**config.mk**
```make
export PLATFORM = sky130hd
export DESIGN_NAME = i2c_bit_sequencer
export DESIGN_NICKNAME = d
export VERILOG_FILES = /design/src/rtl/i2c_bit_sequencer.sv
export SDC_FILE = /design/constraint.sdc
export NUM_CORES = 1
export LEC_CHECK = 0
export ABC_AREA = 1
export CORE_MARGIN = 2
export CORE_UTILIZATION = 35
export DETAILED_ROUTE_END_ITERATION = 16
export DONT_BUFFER_PORTS = 1
export GPL_TIMING_DRIVEN = 0
export PLACE_DENSITY = 0.48
export SLEW_MARGIN = 5
export SYNTH_ARGS = -nofsm -noshare
export SYNTH_HDL_FRONTEND = slang
export SYNTH_SLANG_ARGS = --single-unit
```
**constraint.sdc**
```tcl
create_clock -name clk -period 3.1 [get_ports clk]
set_clock_uncertainty 0.05 [all_clocks]
set_input_delay 0.62 -clock clk [delete_from_list [all_inputs] [get_ports clk]]
set_output_delay 0.62 -clock clk [all_outputs]
set_load 0.02 [all_outputs]
```
**src/rtl/i2c_bit_sequencer.sv**
```systemverilog
// I2C slave bit/phase sequencer: counts SCL edges after START and emits
// single-cycle strobes for the RX/TX shifters and the ACK phase, plus a
// bus-inactivity abort.
module i2c_bit_sequencer #(
  parameter int TIMEOUT_CYCLES = 1000
) (
  input  logic       clk,
  input  logic       n_rst,
  input  logic       start,
  input  logic       stop,
  input  logic       rising_edge,
  input  logic       falling_edge,
  output logic       rx_sample,
  output logic       tx_shift,
  output logic       byte_received,
  output logic       ack_prep,
  output logic       ack_check,
  output logic       ack_done,
  output logic [3:0] bit_count,
  output logic       timeout
);

  localparam int CW = $clog2(TIMEOUT_CYCLES);
  localparam logic [CW-1:0] TMO_LAST = CW'(TIMEOUT_CYCLES - 1);

  typedef enum logic [2:0] {
    S_IDLE,
    S_DATA,
    S_WAIT_ACK_FALL,
    S_ACK_BIT,
    S_ACK_END
  } state_t;

  state_t        state, state_nxt;
  logic [CW-1:0] idle_cnt, idle_cnt_d;
  logic [3:0]    bit_count_d;
  logic          rx_d, tx_d, br_d, prep_d, check_d, done_d, tmo_d;
  logic          tmo_hit, fall_only;

  // A simultaneous rise+fall is a detector fault; only the rise counts.
  assign fall_only = falling_edge & ~rising_edge;
  assign tmo_hit   = (state != S_IDLE) && (idle_cnt == TMO_LAST);

  // State register
  always_ff @(posedge clk or negedge n_rst) begin
    if (!n_rst) state <= S_IDLE;
    else        state <= state_nxt;
  end

  // Next-state: stop > start > timeout > rising > falling
  always_comb begin
    state_nxt = state;
    if (stop)         state_nxt = S_IDLE;
    else if (start)   state_nxt = S_DATA;
    else if (tmo_hit) state_nxt = S_IDLE;
    else begin
      case (state)
        S_DATA:          if (rising_edge && bit_count == 4'd7) state_nxt = S_WAIT_ACK_FALL;
        S_WAIT_ACK_FALL: if (fall_only)   state_nxt = S_ACK_BIT;
        S_ACK_BIT:       if (rising_edge) state_nxt = S_ACK_END;
        S_ACK_END:       if (fall_only)   state_nxt = S_DATA;
        default:         state_nxt = S_IDLE;
      endcase
    end
  end

  // Output/next-value decode; results are registered below
  always_comb begin
    rx_d        = 1'b0;
    tx_d        = 1'b0;
    br_d        = 1'b0;
    prep_d      = 1'b0;
    check_d     = 1'b0;
    done_d      = 1'b0;
    tmo_d       = 1'b0;
    bit_count_d = bit_count;
    if (stop || start) begin
      bit_count_d = 4'd0;
    end else if (tmo_hit) begin
      tmo_d       = 1'b1;
      bit_count_d = 4'd0;
    end else begin
      case (state)
        S_DATA: begin
          if (rising_edge) begin
            rx_d        = 1'b1;
            bit_count_d = bit_count + 4'd1;
            br_d        = (bit_count == 4'd7);
          end else if (falling_edge && bit_count != 4'd0) begin
            // bit 7 is preloaded by the controller, so no shift on the first fall
            tx_d = 1'b1;
          end
        end
        S_WAIT_ACK_FALL: prep_d  = fall_only;
        S_ACK_BIT:       check_d = rising_edge;
        S_ACK_END: begin
          if (fall_only) begin
            done_d      = 1'b1;
            bit_count_d = 4'd0;
          end
        end
        default: bit_count_d = 4'd0;
      endcase
    end

    // Inactivity counter: any bus activity or idling clears it, else saturating count
    if (stop || start || rising_edge || falling_edge || state == S_IDLE || tmo_hit)
      idle_cnt_d = '0;
    else if (idle_cnt != '1)
      idle_cnt_d = idle_cnt + 1'b1;
    else
      idle_cnt_d = idle_cnt;
  end

  // Registered outputs and inactivity counter
  always_ff @(posedge clk or negedge n_rst) begin
    if (!n_rst) begin
      rx_sample     <= 1'b0;
      tx_shift      <= 1'b0;
      byte_received <= 1'b0;
      ack_prep      <= 1'b0;
      ack_check     <= 1'b0;
      ack_done      <= 1'b0;
      timeout       <= 1'b0;
      bit_count     <= 4'd0;
      idle_cnt      <= '0;
    end else begin
      rx_sample     <= rx_d;
      tx_shift      <= tx_d;
      byte_received <= br_d;
      ack_prep      <= prep_d;
      ack_check     <= check_d;
      ack_done      <= done_d;
      timeout       <= tmo_d;
      bit_count     <= bit_count_d;
      idle_cnt      <= idle_cnt_d;
    end
  end

endmodule

```
* Word level (Yosys, flattened, before mapping)
Cells that the tools add are included.
** Cells by class
- Add/sub/neg operators :: 2
- Multiply operators :: 0
- Divide/modulo/power cells :: 0
- Magnitude comparators :: 0
- Equal/unequal tests :: 14
- Shift operators :: 0
- Muxes and demuxes :: 40
- Bitwise operators :: 2
- Reductions and logical operators :: 15
** Operators by type and width (number)
- 2-to-1 mux 1 bit :: 25
- 2-to-1 mux 3 bit :: 7
- 2-to-1 mux 10 bit :: 2
- != test 5 bit (second input constant) :: 4
- 2-to-1 mux 4 bit :: 4
- case mux 3 bit (4 select lines) :: 1
- case mux 4 bit (3 select lines) :: 1
- adder 10 x 1 -> 10 bit (second input constant) :: 1
- equality test 10 bit (second input constant) :: 1
- != test 10 bit (second input constant) :: 1
- != test 4 bit (second input constant) :: 2
- equality test 3 x 2 -> 1 bit (second input constant) :: 2
- logical OR 1 bit :: 5
- adder 4 x 1 -> 4 bit (second input constant) :: 1
- equality test 4 x 3 -> 1 bit (second input constant) :: 1
- AND reduction 4 bit :: 1
- nonzero test 4 bit :: 1
- equality test 3 x 1 -> 1 bit (second input constant) :: 1
- equality test 3 bit (second input constant) :: 1
- logical AND 1 bit :: 3
- zero test 3 bit :: 1
- != test 3 x 1 -> 1 bit (second input constant) :: 1
- AND reduction 3 bit :: 1
- nonzero test 3 bit :: 1
- other kinds (4) :: 4
** Word-level totals
- Register bits after elaboration :: 24
- Bits in latches :: 0
- Memory bits (writable) :: 0
- Bits in read-only memories :: 0
- Input bits :: 6
- Output and inout bits :: 11
- Word-level logic and storage cells :: 83
- Memories kept :: 0

* Longest topological paths before layout
Gate-level depths: netlist of the first run.
- Word-level depth :: 7
- Mapped depth :: 11
- Mapped depth without buffers :: 11

* Worst setup path before layout of the first run
No wires, ideal clock.
- Kind :: input to register
- Start point :: input start
- End point :: register idle_cnt[8]
- Library setup time :: 0.080 ns
- Arrival :: 1.402 ns
- Data required time :: 2.970 ns
- Setup slack :: 1.567 ns
- Stages :: 5
- Path buffers :: 0
- Path through :: nor2_1 > nand4_2 > nor2_4 > inv_2 > nor3_2
** On the way
- Word-level cells in the longest chain between the ends :: 6
- Elaborated cells between the ends (all ways) :: 7
- Classes of those cells :: 1 x mux; 6 x reduce/logical
** RTL lines
- start, declared :: line 9 : input logic start,
- logical OR 1 bit (*) (5 in series) :: line 107 : if (stop || start || rising_edge || falling_edge || state == S_IDLE || tmo_hit)
- 2-to-1 mux 10 bit / nonzero test 2 bit (equally long branches)
- end signal, assigned :: line 136 : idle_cnt <= idle_cnt_d;
- end, declared :: line 35 : logic [CW-1:0] idle_cnt, idle_cnt_d;
Every way passes the cells marked *; elsewhere a longest branch is shown, timed or not.
A chain may end at the register's enable or synchronous reset.

* Worst setup path in the final report of the first run
- Start point :: register idle_cnt[1]
- End point :: register bit_count[2]
** On the way
- Word-level cells in the longest chain between the ends :: 4
- Elaborated cells between the ends (all ways) :: 8
- Classes of those cells :: 4 x eq/ne; 2 x mux; 2 x reduce/logical
** RTL lines
- equality test 10 bit (*) :: line 42 : assign tmo_hit = (state != S_IDLE) && (idle_cnt == TMO_LAST);
- logical AND 1 bit (*) :: line 42
- != test 4 bit (no line) (tied with other cells)
- AND reduction 3 bit (no line) / 2-to-1 mux 4 bit (equally long branches)
- end signal, assigned :: line 135 : bit_count <= bit_count_d;
- end, declared :: line 19 : output logic [3:0] bit_count,
Marked as above.

==> flow_metrics.env, run 1 <==
export IMPL_first_iter_violations=90
export IMPL_slew_violations=0
export IMPL_postRouteAntennaNets=0
export IMPL_status="complete, no violations"
export IMPL_cp_data_arrival_time_ns=1.80
export IMPL_synth_warnings=0
export IMPL_setup_violations_final=0
export IMPL_dp_hpwl_um=2389
export IMPL_overflow=0
export IMPL_reg2reg_from="idle_cnt[1]$_DFFE_PN0P_"
export IMPL_synth_async_reset_ratio_pct=100.0
export IMPL_dieArea_mm2=0.004610
export IMPL_required_ns=3.22
export IMPL_die_h_um=67.90
export IMPL_synth_ff_latch_count=24
export IMPL_powerDensity_mw_per_mm2=411.4
export IMPL_antenna_found_initial=0
export IMPL_insertedDiodeCount=0
export IMPL_ctsResizeCount=0
export IMPL_ys_types=27
export IMPL_hp_class="input port to async pin"
export IMPL_power_total_uw=651.1
export IMPL_cts_buffer_depth=2
export IMPL_stdcell_count=252
export IMPL_fin_area_mm2=0.001583
export IMPL_place_congestion=0.8917
export IMPL_cts_sinks=24
export IMPL_synth_area_leaders="dfrtp_1 42%, nand2_1 15%, inv_1 7.4%"
export IMPL_worst_setup_path_end_kind="flop"
export IMPL_cp_max_fo=5
export IMPL_synthesis_area_mm2=0.001429
export IMPL_ctsHoldBuffers=1
export IMPL_die_w_um=67.90
export IMPL_hold_violations=0
export IMPL_placedCellCount=247
export IMPL_fin_setup_tns_ns=0
export IMPL_drc_errors=0
export IMPL_clk_pin_slew_ns=0.10
export IMPL_syn_nets=206
export IMPL_min_period_ns=1.687
export IMPL_grt_pass1_wl_um=5264
export IMPL_cts_tree="built"
export IMPL_relSlewSlack_pct=73.32
export IMPL_ys_flop_type="dfrtp_1"
export IMPL_firstDrtPassIters=4
export IMPL_cts_root_buf="clkbuf_8"
export IMPL_critical_path_class="flop to flop"
export IMPL_worst_pin_slew_ns=0.3971
export IMPL_leakagePower_nw=0.7754
export IMPL_multi_input_area_um2=711.9
export IMPL_nets=212
export IMPL_synth_seq_area_share_pct=42.03
export IMPL_ir_drop_mv=0.2187
export IMPL_fmax_ghz=0.5929
export IMPL_core_area_mm2=0.003971
export IMPL_vias=1236
export IMPL_grt_pass1_vias=1171
export IMPL_initial_core_util_pct=35.98
export IMPL_final_layout_size_suffix_gt1_share_pct=12.38
export IMPL_grt_usage_pct=14.95
export IMPL_synth_cells=197
export IMPL_ff_latch_area_um2=600.6
export IMPL_area_growth_synth_to_final_pct=10.77
export IMPL_cts_buffers=3
export IMPL_cp_startpoint="idle_cnt[1]$_DFFE_PN0P_"
export IMPL_synth_top_area_cell="dfrtp_1"
export IMPL_rsz0062_at_grt="no"
export IMPL_post_cts_buffers=0
export IMPL_placed_area_mm2=0.001491
export IMPL_wl_um=3187
export IMPL_ioPinCount=17
export IMPL_dp_slack_ns=1.340
export IMPL_clk_latency_ns=0.28
export IMPL_via_per_inst=4.905
export IMPL_period_share_pct=54.41
export IMPL_synth_top_area_share_pct=42.03
export IMPL_io_buffers=0
export IMPL_synth_edf_count=0
export IMPL_nFillCells=401
export IMPL_drt_wirelength_per_cell_um=12.65
export IMPL_syn_avg_cell_area_um2=7.253
export IMPL_cp_start_kind="flop"
export IMPL_maxCapViolations=0
export IMPL_rows=23
export IMPL_fin_ws_ns=1.413
export IMPL_grt_start_max_net_pins=25
export IMPL_cts_max_level=1
==> final timing paths <==
| kind | endpoint | slack, ns | depth (start not counted) |
|---|---|---|---|
| max in group asynchronous | bit_count[1]$_DFFE_PN0P_ | 2.75 | 1 |
| worst max register to register | bit_count[2]$_DFFE_PN0P_ | 1.41 | 8 |
| min in group clk | state[0]$_DFFE_PN0P_ | 0.43 | 3 |
| worst max-delay path | bit_count[2]$_DFFE_PN0P_ | 1.41 | 8 |
| worst min-delay path | idle_cnt[7]$_DFFE_PN0P_ | 0.09 | 1 |
| worst min register to register | state[1]$_DFFE_PN0P_ | 0.49 | 2 |
==> placed cells by master (no fill, tap or decap), drive strengths merged <==
| cell | count |
|---|---|
| inv | 31 |
| clkbuf | 3 |
| a211oi | 1 |
| nor2 | 37 |
| xor2 | 2 |
| a31oi | 1 |
| or2 | 1 |
| xnor2 | 1 |
| nand4 | 4 |
| o21ai | 5 |
| a21oi | 5 |
| nand2 | 61 |
| buf | 1 |
| nand3 | 16 |
| dfrtp | 24 |
| bufinv | 1 |
| ha | 3 |
| nor3 | 2 |
| nor3b | 1 |
| nand3b | 1 |
| nor4 | 1 |
==> metal layers <==
metal  track usage (%)  vias up  share of wire, %
met1             20.39      567                49
met5                 0        -                 0
met3             4.605        4               8.0
met2             23.16       42                42
li1                  -      623                 -
met4             3.750        0               1.0
==> state kept, by name, summed over array words and instances (netlist names) <==
name	cells
rx_sample	1
bit_count	4
tx_shift	1
byte_received	1
state	3
ack_check	1
timeout	1
ack_done	1
idle_cnt	10
ack_prep	1
==> kinds of logic after synthesis <==
logic type,Yosys count,share of synthesized area [%]
adders and majority gates,3,2.627
and+or+nand+nor,124,40.89
xor gates and xnor gates,3,1.839
AOI/OAI and AO/OA,12,4.466
buffers and inverters,31,8.143
DFF,24,42.03
==> area by class of cell <==
cell class	instances	area share, %
multi-input combinational	142	44.98
sequential	24	37.94
inverter	31	7.352
tap	50	3.953
clock buffer	3	2.609
clock inverter	1	1.897
timing repair buffer	1	1.265
==> power by group <==
group,switching (mW),internal [mW]
Combinational,0.0284,0.0123
Clock,0.116,0.173
Sequential,0.00596,0.316
Total,0.150,0.501
==> worst max-delay path, stage by stage (launching register included) <==
cell	delay (ns)
dfrtp_1	0.40
ha_1	0.21
nand3_1	0.16
nor2_1	0.15
nand3_2	0.12
nand3_1	0.18
nand3_2	0.16
nand2_1	0.09
nand2_1	0.06
==> cells in the mapped netlist (3+ instances only) <==
| master | instances |
|---|---|
| a21oi_1 | 5 |
| ha_1 | 3 |
| nor2_2 | 6 |
| nand2_2 | 3 |
| nand4_1 | 3 |
| nand3_1 | 14 |
| nand2_1 | 57 |
| dfrtp_1 | 24 |
| inv_1 | 28 |
| inv_2 | 3 |
| o21ai_1 | 4 |
| nor2_4 | 3 |
| nor2_1 | 28 |
==> through the flow <==
| step | hold slack, ns | util (%) |
|---|---|---|
| after floorplan | 0.2744 | - |
| after global placement | 0.2751 | 37.56 |
| after detailed placement | 0.2751 | 37.56 |
| after CTS | 0.09932 | 39.86 |
| after global routing | 0.09554 | 39.86 |
| final | 0.09056 | 39.86 |
(Power assumes the default switching activity.)
==> run 2, diff against run 1 <==
==> constraint.sdc (replaced) <==
create_clock -name clk -period 1.6 [get_ports clk]
set_clock_uncertainty 0.05 [all_clocks]
set_input_delay 0.32 -clock clk [delete_from_list [all_inputs] [get_ports clk]]
set_output_delay 0.32 -clock clk [all_outputs]
set_load 0.02 [all_outputs]
==> flow_metrics.env, run 2 (synthesis gave the netlist of run 1 again) <==
export IMPL_final_cell_mix="52 x nand2_1, 27 x inv_1, 25 x nor2_1"
export IMPL_fmax_ghz=0.6599
export IMPL_nets=219
export IMPL_via_per_inst=4.757
export IMPL_cp_start_kind="flop"
export IMPL_cts_root_buf="clkbuf_8"
export IMPL_hp_class="input port to flop"
export IMPL_required_ns=1.72
export IMPL_grt_start_max_net_pins=25
export IMPL_critical_path_class="flop to flop"
export IMPL_fin_setup_tns_ns=0
export IMPL_first_iter_violations=91
export IMPL_initial_core_util_pct=35.98
export IMPL_antenna_found_initial=0
export IMPL_crit_top_cell="nand2_1"
export IMPL_dp_hpwl_um=2389
export IMPL_rsz0062_at_grt="yes"
export IMPL_overflow=0
export IMPL_dieArea_mm2=0.004610
export IMPL_postRouteAntennaNets=0
export IMPL_worst_setup_path_end_kind="flop"
export IMPL_relSlewSlack_pct=73.73
export IMPL_powerDensity_mw_per_mm2=750.7
export IMPL_cts_tree="built"
export IMPL_wl_um=3198
export IMPL_power_total_mw=1.268
export IMPL_drc_errors=0
export IMPL_status="complete, no violations"
export IMPL_cp_data_arrival_time_ns=1.64
export IMPL_clk_pin_slew_ns=0.10
export IMPL_final_common_cell="nand2_1"
export IMPL_die_w_um=67.90
export IMPL_core_area_mm2=0.003971
export IMPL_leakagePower_nw=0.8098
export IMPL_period_share_pct=94.72
export IMPL_min_period_ns=1.515
export IMPL_crit_slowest_cell="dfrtp_1"
export IMPL_rows=23
export IMPL_ioPinCount=17
export IMPL_regMostFlops="idle_cnt"
export IMPL_cts_sinks=24
export IMPL_die_h_um=67.90
export IMPL_drt_wirelength_per_cell_um=12.35
export IMPL_ir_drop_mv=0.4232
export IMPL_setup_violations_final=0
export IMPL_worst_pin_slew_ns=0.3926
export IMPL_vias=1232
export IMPL_cts_buffers=3
export IMPL_maxCapViolations=0
export IMPL_area_growth_synth_to_final_pct=18.21
export IMPL_firstDrtPassIters=4
export IMPL_clk_latency_ns=0.28
export IMPL_insertedDiodeCount=0
export IMPL_hold_violations=0
export IMPL_grt_pass1_vias=1172
export IMPL_slew_violations=0
export IMPL_grt_pass1_wl_um=5278
export IMPL_final_layout_size_suffix_gt1_share_pct=21.05
export IMPL_cts_max_level=1
export IMPL_reg_top3="idle_cnt: 10 flops, bit_count: 4 flops, state: 3 flops"
export IMPL_crit_chain="ha_4 > nand3_2 > nor2_2 > nand3_2 > buf_4 > nand2_1 > nand2_1 > nand2_1 > nand2_1"
export IMPL_cp_max_fo=5
export IMPL_largest_register_ffs=10
export IMPL_grt_usage_pct=15.02
export IMPL_place_congestion=0.8917
export IMPL_cts_buffer_depth=2
export IMPL_max_stage_delay_ns=0.42
export IMPL_worst_hold_slack_ns=0.1302
export IMPL_io_buffers=0
-- run 2: layout make-up --
| type | instances | area (µm²) |
|---|---|---|
| Fill cell | 394 | 2282 |
| Clock inverter | 1 | 30.03 |
| Timing Repair Buffer | 8 | 75.07 |
| Clock buffer | 3 | 41.29 |
| Inverter | 31 | 116.4 |
| Tap cell | 50 | 62.56 |
| Multi-Input combinational cell | 142 | 762.0 |
| Sequential cell | 24 | 601.8 |
-- run 2: where the power goes --
group | switching (mW) | internal (mW)
logic | 0.0580 | 0.0271
registers | 0.0117 | 0.612
clock network | 0.224 | 0.335
-- run 2: metrics by stage --
stage | util [%] | worst slack [ns] | cell area [µm²] | instances
6_report | 42.53 | 0.08452 | 1689 | 259
5_1_grt | 42.53 | -0.02714 | 1689 | 259
4_1_cts | 40.80 | 0.01046 | 1620 | 255
3_5_place_dp | 37.56 | -0.05789 | 1491 | 247
3_3_place_gp | 37.56 | -0.02765 | 1491 | 247
2_1_floorplan | - | 0.2100 | 1429 | 197
-- run 2: metal layers --
layer / vias up / track usage (%) / wire, µm
li1: 637 / - / -
met4: 0 / 3.750 / 33
met3: 4 / 4.605 / 282
met5: - / 0 / 0
met1: 550 / 20.50 / 1517
met2: 41 / 23.28 / 1364
-- run 2: final timing paths --
check	startpoint	end	slack, ns	depth (start not counted)
min in group asynchronous	n_rst	idle_cnt[7]$_DFFE_PN0P_	0.41	2
min	stop	state[0]$_DFFE_PN0P_	0.13	3
max in group asynchronous	n_rst	bit_count[0]$_DFFE_PN0P_	0.92	2
min reg2reg	state[1]$_DFFE_PN0P_	state[1]$_DFFE_PN0P_	0.49	2
max reg2reg	idle_cnt[0]$_DFFE_PN0P_	state[0]$_DFFE_PN0P_	0.08	9
max	idle_cnt[0]$_DFFE_PN0P_	state[0]$_DFFE_PN0P_	0.08	9
-- run 2: critical path: cells and delay by family, from the launching register on --
kind | cells | cell delay (ns)
AND/OR/NAND/NOR | 7 | 0.61
buffers and inverters | 1 | 0.17
adder cells (fa/ha/maj) | 1 | 0.16
flip-flops | 1 | 0.42
-- run 2: repair_timing --
action                                  in CTS  in global routing
hold endpoints to repair                    24                  0
endpoints found under the setup margin       6                 16
hold buffers                                 2                  0
pin swaps                                    1                  3
gates resized for setup                      3                 12
buffers inserted                             2                  4
